[src/rtl/bus_master_arbiter_pkg.sv]
// Shared types and constants for the two-master bus arbiter.
// Optional bus locking for the debug master is enabled with BUS_ARB_LOCK_EN.
package bus_master_arbiter_pkg;

   localparam int WORD_W  = 32;
   localparam int BSEL_W  = 4;
   localparam int BURST_W = 4;
   localparam int TMO_W   = 8;

   typedef logic [WORD_W-1:0] word_t;
   typedef logic [BSEL_W-1:0] bsel_t;

   // Returned to the master in place of read data when a slave never answers.
   localparam word_t BUS_ERR_WORD = 32'hFFFF_FFFF;

   typedef enum logic [1:0] {
      ARB_IDLE = 2'd0,
      ARB_XFER = 2'd1,
      ARB_RESP = 2'd2
   } arb_state_t;

endpackage

[src/rtl/bus_master_arbiter_pick.sv]
// Owner selection for the bus arbiter: fixed m0 priority with a burst limit
// that forces m1 in, plus the next value of the burst counter.
module bus_master_arbiter_pick
   import bus_master_arbiter_pkg::*;
#(
   parameter int MAX_BURST = 4
)(
   input  logic               m0_req,
   input  logic               m1_req,
   input  logic               lock_active,
   input  logic [BURST_W-1:0] burst_cnt,
   output logic               grant_valid,
   output logic               grant_owner,
   output logic [BURST_W-1:0] burst_next
);

   localparam logic [BURST_W-1:0] BURST_LIMIT = BURST_W'(MAX_BURST);

   always_comb begin
      grant_valid = 1'b0;
      grant_owner = 1'b0;
      burst_next  = burst_cnt;
      if (lock_active) begin
         // Locked for m1: m0 is ignored and the burst history is frozen.
         if (m1_req) begin
            grant_valid = 1'b1;
            grant_owner = 1'b1;
         end
      end else if (m0_req && m1_req) begin
         grant_valid = 1'b1;
         if (burst_cnt >= BURST_LIMIT) begin
            grant_owner = 1'b1;
            burst_next  = '0;
         end else begin
            grant_owner = 1'b0;
            burst_next  = burst_cnt + BURST_W'(1);
         end
      end else if (m0_req) begin
         grant_valid = 1'b1;
         grant_owner = 1'b0;
         burst_next  = '0;
      end else if (m1_req) begin
         grant_valid = 1'b1;
         grant_owner = 1'b1;
         burst_next  = '0;
      end
   end

endmodule

[src/rtl/bus_master_arbiter.sv]
// Two-master single-word bus sequencer with timeout and burst fairness.
// Define BUS_ARB_LOCK_EN to add the m1_lock input for atomic debug accesses.
module bus_master_arbiter
   import bus_master_arbiter_pkg::*;
#(
   parameter int TIMEOUT   = 15,
   parameter int MAX_BURST = 4
)(
   input  logic              clk,
   input  logic              rst,
   input  logic              m0_req,
   input  logic [WORD_W-1:0] m0_addr,
   input  logic              m0_we,
   input  logic [BSEL_W-1:0] m0_byte_sel,
   input  logic [WORD_W-1:0] m0_wdata,
   output logic [WORD_W-1:0] m0_rdata,
   output logic              m0_ack,
   output logic              m0_err,
   input  logic              m1_req,
   input  logic [WORD_W-1:0] m1_addr,
   input  logic              m1_we,
   input  logic [BSEL_W-1:0] m1_byte_sel,
   input  logic [WORD_W-1:0] m1_wdata,
   output logic [WORD_W-1:0] m1_rdata,
   output logic              m1_ack,
   output logic              m1_err,
`ifdef BUS_ARB_LOCK_EN
   input  logic              m1_lock,
`endif
   output logic [WORD_W-1:0] bus_addr_out,
   output logic [WORD_W-1:0] bus_write_data_out,
   output logic              bus_eable_out,
   output logic              bus_we_out,
   output logic [BSEL_W-1:0] bus_byte_sel_out,
   input  logic [WORD_W-1:0] bus_read_in,
   input  logic              bus_ready_in,
   output logic              owner_out
);

   localparam logic [TMO_W-1:0] TMO_LAST = TMO_W'(TIMEOUT - 1);

   arb_state_t         state_reg, state_next;
   logic               owner_reg;
   word_t              addr_reg;
   word_t              wdata_reg;
   logic               we_reg;
   bsel_t              byte_sel_reg;
   logic [BURST_W-1:0] burst_reg, burst_next;
   logic [TMO_W-1:0]   tmo_reg, tmo_next;
   word_t              m0_rdata_reg;
   word_t              m1_rdata_reg;
   logic               err_reg;
   logic               lock_reg, lock_next;
   logic               lock_hold;
   logic               lock_active;
   logic               grant_valid;
   logic               grant_owner;
   logic [BURST_W-1:0] pick_burst;
   logic               load;
   logic               complete;
   logic               timed_out;

`ifdef BUS_ARB_LOCK_EN
   assign lock_hold = m1_lock;
`else
   assign lock_hold = 1'b0;
`endif
   assign lock_active = lock_reg & lock_hold;

   bus_master_arbiter_pick #(
      .MAX_BURST (MAX_BURST)
   ) u_pick (
      .m0_req      (m0_req),
      .m1_req      (m1_req),
      .lock_active (lock_active),
      .burst_cnt   (burst_reg),
      .grant_valid (grant_valid),
      .grant_owner (grant_owner),
      .burst_next  (pick_burst)
   );

   always_ff @(posedge clk) begin
      if (rst) begin
         state_reg <= ARB_IDLE;
      end else begin
         state_reg <= state_next;
      end
   end

   always_comb begin
      state_next = state_reg;
      burst_next = burst_reg;
      tmo_next   = tmo_reg;
      lock_next  = lock_reg;
      load       = 1'b0;
      complete   = 1'b0;
      timed_out  = 1'b0;
      case (state_reg)
         ARB_IDLE: begin
            if (!lock_hold) begin
               lock_next = 1'b0;
            end
            if (grant_valid) begin
               state_next = ARB_XFER;
               load       = 1'b1;
               burst_next = pick_burst;
            end
         end
         ARB_XFER: begin
            tmo_next = tmo_reg + TMO_W'(1);
            // A ready on the final allowed cycle still counts as success.
            if (bus_ready_in) begin
               complete   = 1'b1;
               state_next = ARB_RESP;
            end else if (tmo_reg == TMO_LAST) begin
               complete   = 1'b1;
               timed_out  = 1'b1;
               state_next = ARB_RESP;
            end
         end
         ARB_RESP: begin
            tmo_next   = '0;
            lock_next  = owner_reg & lock_hold;
            state_next = ARB_IDLE;
         end
         default: begin
            state_next = ARB_IDLE;
         end
      endcase
   end

   always_ff @(posedge clk) begin
      if (rst) begin
         owner_reg    <= 1'b0;
         addr_reg     <= '0;
         wdata_reg    <= '0;
         we_reg       <= 1'b0;
         byte_sel_reg <= '0;
         burst_reg    <= '0;
         tmo_reg      <= '0;
         lock_reg     <= 1'b0;
         m0_rdata_reg <= '0;
         m1_rdata_reg <= '0;
         err_reg      <= 1'b0;
      end else begin
         burst_reg <= burst_next;
         tmo_reg   <= tmo_next;
         lock_reg  <= lock_next;
         if (load) begin
            owner_reg    <= grant_owner;
            addr_reg     <= grant_owner ? m1_addr     : m0_addr;
            wdata_reg    <= grant_owner ? m1_wdata    : m0_wdata;
            we_reg       <= grant_owner ? m1_we       : m0_we;
            byte_sel_reg <= grant_owner ? m1_byte_sel : m0_byte_sel;
         end
         if (complete) begin
            err_reg <= timed_out;
            if (owner_reg) begin
               m1_rdata_reg <= timed_out ? BUS_ERR_WORD : bus_read_in;
            end else begin
               m0_rdata_reg <= timed_out ? BUS_ERR_WORD : bus_read_in;
            end
         end
      end
   end

   assign bus_addr_out       = addr_reg;
   assign bus_write_data_out = wdata_reg;
   assign bus_byte_sel_out   = byte_sel_reg;
   assign bus_eable_out      = (state_reg == ARB_XFER);
   assign bus_we_out         = (state_reg == ARB_XFER) & we_reg;
   assign owner_out          = owner_reg;

   assign m0_ack   = (state_reg == ARB_RESP) & ~owner_reg;
   assign m1_ack   = (state_reg == ARB_RESP) &  owner_reg;
   assign m0_err   = m0_ack & err_reg;
   assign m1_err   = m1_ack & err_reg;
   assign m0_rdata = m0_rdata_reg;
   assign m1_rdata = m1_rdata_reg;

endmodule

[config.mk]
export PLATFORM = sky130hd
export DESIGN_NAME = bus_master_arbiter
export DESIGN_NICKNAME = d
export VERILOG_FILES = /design/src/rtl/bus_master_arbiter_pkg.sv /design/src/rtl/bus_master_arbiter_pick.sv /design/src/rtl/bus_master_arbiter.sv
export SDC_FILE = /design/constraint.sdc
export NUM_CORES = 1
export LEC_CHECK = 0
export CORE_ASPECT_RATIO = 0.6
export CORE_MARGIN = 1.5
export CORE_UTILIZATION = 25
export DETAILED_ROUTE_END_ITERATION = 12
export RECOVER_POWER = 50
export SYNTH_ARGS = -nofsm -noshare
export SYNTH_HDL_FRONTEND = slang
export SYNTH_HIERARCHICAL = 1
export SYNTH_SLANG_ARGS = --single-unit
[constraint.sdc]
create_clock -name clk -period 2.45 [get_ports clk]
set_input_delay 0.735 -clock clk [delete_from_list [all_inputs] [get_ports clk]]
set_output_delay 0.735 -clock clk [all_outputs]
set_load 0.03 [all_outputs]
==> flow_summary.toml, run 1 <==
[synth]
netlist.area_leader.share_pct = 47.7
yosysMostFrequentCell = "nor2_1"
synth_edf_count = 0
ys_warn_count = 6
yosysTopAreaCell = "dfxtp_1"
synth_area_per_cell_um2 = 9.06
synth_area_leaders = "dfxtp_1, nor2_1, mux2i_1, a211oi_1, o21a_1"
synth.top_cells.by_count = "nor2_1, dfxtp_1, a211oi_1, mux2i_1, o21a_1"
synth_seq_cells = 149
synth-async-reset-ratio_pct = 0
synthCells = 691
ys_seq_area_share_pct = 47.7
synth_flop_cell = "dfxtp_1"
synth_cell_types = 37
synth_area_um2 = 6260

[global_routing]
first_global_vias = 5660
grt_first_pass_wirelength_um = 31500
antenna_found_initial = 0
grt_overflow = 0
grt_max_degree = 68
grtUsageTotal_pct = 15.3

[power]
ir_worst_vdd_v = 0.000449
p_total_uw = 8620
p_leak_uw = 0.00403
pwr_density_cell_nw_per_um2 = 828

[detailed_routing]
routed_via_density = 4.39
routed-via-count = 5833
ant_nets = 0
firstDrtPassIters = 8
wirelength_um = 19800
dr.first_iter.drc_count = 294
wl_per_cell_um = 14.9
drc_errors = 16

[floorplan]
die_w_um = 207
dieArea_um2 = 26000
die_h_um = 126
core-area_um2 = 24400
io_pins = 314
rows = 44
start_util_pct = 25.7

[place]
dp_hpwl_um = 14500
pre_cts_ws_ns = 0.00667
portBuffers = 313
place_congestion = 0.774
place_area_um2 = 9870

[layout]
n_antenna_cell = 0
regArea_um2 = 2980
fin_area_um2 = 10400
fillCellCount = 2380
synthToLayoutAreaGrowth_pct = 66.2
multi_input_area_um2 = 3020
final_core_util_pct = 42.7
layout-drive-gt1-share_pct = 6.25
layout.nets = 1178

[timing]
setup_tns_ns = 0
period_needed_ns = 2.31
fin_crit_sh_pct = 94.4
clock_skew_ns = 0.00707
drv_slew = 0
finalSetupViolCount = 0
finalWorstSetupSlack_ns = 0.136
tightestPinTransition_ns = 0.690
relSlewSlack_pct = 54.0
hold_viol_final = 0
clock.fmax_mhz = 432
rsz0062_at_grt = "false"

[clocking]
h-tree-depth = 4
clock-sinks = 149
clk_pin_slew_worst_paths_ns = 0.06
insertion_delay_ns = 0.42
clk_path_buf_depth = 2
cts_buffers = 17
root_buffer = "clkbuf_16"
postCtsHoldBufs = 0
cts_tree = "yes"
postCtsSetupRepairBufs = 0

[critical_path]
end_kind = "primary output"
critPathLaunchType = "register"
crit_start = "state_reg[0]"
cp.arrival_ns = 1.58
critPathKind = "register to primary output"
cp_max_fo = 4
cp_data_required_time_ns = 1.71
rr_startpoint = "tmo_reg[1]"

[outcome]
violations = "design-rule violations"
outcome = "finished with violations"

[flow_run]
cap_violations = 0

[worst_hold_path]
hold_class = "register to register"
min-delay-start = "m0_rdata[29]"
path summary, 6_finish.rpt:
| kind | slack [ns] | cells past startpoint | endpoint |
|---|---|---|---|
| hold / removal | 0.46 | 1 | m0_rdata[29] |
| setup / recovery | 0.14 | 4 | m1_err |
| hold reg to reg | 0.46 | 1 | m0_rdata[29] |
| setup reg to reg | 0.23 | 6 | m0_rdata[22] |
critical path: stages, from the launching register on:
cell and delay [ns]:
dfxtp_2 0.32, inv_1 0.10, ha_2 0.21, and3_1 0.15
clkdlybuf4s15_1 0.37
layer usage:
layer,share of wire (%),GRT usage [%],vias to the layer above,routed length [um]
met5,0,0,-,0
met4,0.76,3.24,0,150
met3,9.0,6.81,12,1780
met2,43,23.3,171,8500
met1,47,20.1,2664,9350
li1,-,-,2986,-
area by class of cell:
class | count | area share, %
clock buffer | 20 | 4.29
clock inverter | 11 | 1.44
inverter | 6 | 0.216
multi-input combinational | 484 | 29.0
sequential | 149 | 28.7
tap | 322 | 3.87
timing repair buffer | 338 | 32.5
power by group:
group          internal, uW  total [uW]  switching, uW
Sequential             2800        3020            217
Clock                  1630        2690           1060
Combinational          1280        2910           1620
through the flow:
step	hold WS [ns]	std cells
finish	0.461	1330
CTS	0.468	1330
global placement	0.447	1299
floorplan	0.451	693
detailed placement	0.453	1299
global route	0.477	1330
layout by cell type, fill, tap and decap left out, drive strengths merged, types with 2 or more instances in the layout:
| master | Yosys | layout |
|---|---|---|
| clkdlybuf4s50 | 0 | 306 |
| nor2 | 207 | 207 |
| dfxtp | 149 | 149 |
| mux2i | 70 | 70 |
| a211oi | 70 | 70 |
| o21a | 64 | 64 |
| clkbuf | 39 | 27 |
| buf | 15 | 22 |
| nand2 | 13 | 13 |
| inv | 6 | 8 |
| and2 | 7 | 7 |
| ha | 7 | 7 |
| a21oi | 6 | 6 |
| xor2 | 5 | 5 |
| nand3 | 4 | 4 |
| clkinv | 0 | 4 |
| nand4 | 3 | 3 |
| bufinv | 0 | 3 |
| conb | 1 | 3 |
| nor2b | 2 | 2 |
| and3 | 2 | 2 |
| a21o | 2 | 2 |
| xnor2 | 2 | 2 |
| nand2b | 2 | 2 |
| clkinvlp | 0 | 2 |
| dlygate4sd2 | 0 | 2 |
| a32o | 2 | 2 |
| nor3b | 2 | 2 |
timing repair:
action                                  in CTS  in global routing
endpoints found under the setup margin       6                  4
resized for setup                            9                  8
gates cloned                                 0                  0
logic make-up after synthesis:
group,Yosys count,synth area share [%]
muxes,70,11.2
adders and majority gates,7,1.40
and+or+nand+nor,247,16.6
buffers and inverters,60,4.20
xor gates and xnor gates,7,0.979
DFF,149,47.7
AOI/OAI and AO/OA,150,17.9
other,1,0.0599
No activity file was read; power rests on OpenSTA's default activity.
==> inputs of run 2 (changes only) <==
CORE_UTILIZATION = 44   (was 25)
CTS_CLUSTER_SIZE = 24   (was not set)
PLACE_DENSITY = 0.87   (was not set)
==> run 2 against run 1 <==
  * The flow now finishes without violations
  * Count of clock-buffer cells in the layout did not move
  * Sequential power barely moved
  * Combinational power barely moved
  * Setup slack got worse by 0.041 ns
  * Clock power fell by 1%
==> flow_summary.toml, run 2 (synthesis gave the netlist of run 1 again) <==
[outcome]
outcome = "finished, final reports clean"

[flow_run]
cap_violations = 0

[timing]
clock.fmax_mhz = 425
finalWorstSetupSlack_ns = 0.0952
relSlewSlack_pct = 59.5
period_needed_ns = 2.35
rsz0062_at_grt = "false"
hold_viol_final = 0
finalSetupViolCount = 0
clock_skew_ns = 0.0168
fin_crit_sh_pct = 96.1
drv_slew = 0
tightestPinTransition_ns = 0.604
whs_ns = 0.463

[layout]
n_antenna_cell = 0
layout.nets = 1181
final_common_cell = "clkdlybuf4s50_1"
fillCellCount = 1054
layout_common_cells = "clkdlybuf4s50_1, nor2_1, dfxtp_1"
layout-drive-gt1-share_pct = 6.23
synthToLayoutAreaGrowth_pct = 63.1

[critical_path]
r2r_end = "m0_rdata[18]"
critPathLaunchType = "register"
critPathKind = "register to primary output"
end_kind = "primary output"
ff2ff_path_depth = 6
cp_data_required_time_ns = 1.71
cp.arrival_ns = 1.62
cp_max_fo = 5
rr_startpoint = "tmo_reg[1]"
r2r_slack_ns = 0.26

[detailed_routing]
wl_per_cell_um = 16.0
drc_errors = 0
ant_nets = 0
dr.first_iter.drc_count = 286
routed_via_density = 5.00
wirelength_um = 19200
firstDrtPassIters = 4
routed-via-count = 6018

[global_routing]
grt_first_pass_wirelength_um = 29700
antenna_found_initial = 0
first_global_vias = 6030
grt_max_degree = 49
grtUsageTotal_pct = 25.5
grt_overflow = 0

[floorplan]
dieArea_um2 = 15000
io_pins = 314
die_h_um = 95.4
rows = 33
start_util_pct = 45.4
die_w_um = 157
core-area_um2 = 13800

[power]
p_total_uw = 8580
p_comb_share_pct = 33.9
p_sw_share_pct = 33.4
p_leak_uw = 0.00402
seq_power_share_pct = 35.2
ir_worst_vdd_v = 0.000460
p_switching_uw = 2860
power.internal_uw = 5720
p_clk_share_pct = 30.9
pwr_density_cell_nw_per_um2 = 841

[clocking]
clk_path_buf_depth = 2
h-tree-depth = 4
root_buffer = "clkbuf_16"
postCtsSetupRepairBufs = 0
cts_buffers = 17
clk_pin_slew_worst_paths_ns = 0.06
clock-sinks = 149
postCtsHoldBufs = 0
cts_tree = "yes"
insertion_delay_ns = 0.41

[place]
pre_cts_ws_ns = -0.00663
dp_hpwl_um = 14300
portBuffers = 313
place_congestion = 0.791

[worst_hold_path]
min-delay-start = "m0_rdata[25]"
hold_class = "register to register"
hold_depth = 1
holdPathEnd = "m0_rdata[25]"
## run 2: layout make-up
class / instances / area, um2 / share of cell area, %
Inverter: 6 / 22.5 / 0.221
Multi-Input combinational cell: 484 / 3020 / 29.5
Tap cell: 192 / 240 / 2.35
Clock inverter: 11 / 150 / 1.47
Clock buffer: 20 / 447 / 4.38
Timing Repair Buffer: 341 / 3350 / 32.8
Sequential cell: 149 / 2980 / 29.2
## run 2: critical path: stages, from the launching register on
cell,delay [ns]
dfxtp_1,0.31
inv_1,0.11
ha_1,0.26
and2_1,0.16
clkdlybuf4s15_1,0.39
## run 2: repair_timing
item,4_1_cts,5_1_grt
endpoints found under the setup margin,6,5
cloned,0,0
gates resized for setup,8,9
pin swaps,0,0
## run 2: stage by stage
| stage | util (%) | TNS [ns] | area [um2] | cells |
|---|---|---|---|---|
| floorplan | - | 0 | 6270 | 693 |
| global placement | 70.5 | 0 | 9720 | 1172 |
| detailed placement | 70.5 | -0.00663 | 9720 | 1172 |
| CTS | 74.8 | 0 | 10300 | 1203 |
| global route | 74.0 | 0 | 10200 | 1203 |
| finish | 74.0 | 0 | 10200 | 1203 |
## run 2: routing by layer
| metal | vias up | GRT usage (%) | wire, um |
|---|---|---|---|
| met5 | - | 0 | 0 |
| met4 | 0 | 8.33 | 310 |
| met3 | 25 | 9.36 | 1550 |
| met2 | 194 | 44.7 | 9180 |
| met1 | 2814 | 29.1 | 8160 |
| li1 | 2985 | - | - |
## run 2: how the worst max path moves through the flow
stage | from | to | slack, ns | cells after the start
6_report | state_reg[1] | bus_we_out | 0.1 | 4
5_1_grt | m1_req | bus_addr_out[16] | 0.01 | 6
4_1_cts | state_reg[0] | m0_err | 0.006 | 5
3_5_place_dp | m0_req | bus_byte_sel_out[1] | -0.007 | 6
3_3_place_gp | m1_req | bus_write_data_out[25] | 0.10 | 6
2_1_floorplan | state_reg[0] | m0_err | 0.26 | 4
## run 2: power by group through the flow
stage / clock (uW) / combinational (uW) / sequential, uW
after floorplan: 0 / 987 / 3730
after global placement: 0 / 2920 / 3050
after detailed placement: 0 / 2980 / 3070
after CTS: 2700 / 2990 / 3020
after global routing: 2810 / 3120 / 3070
final: 2650 / 2910 / 3020
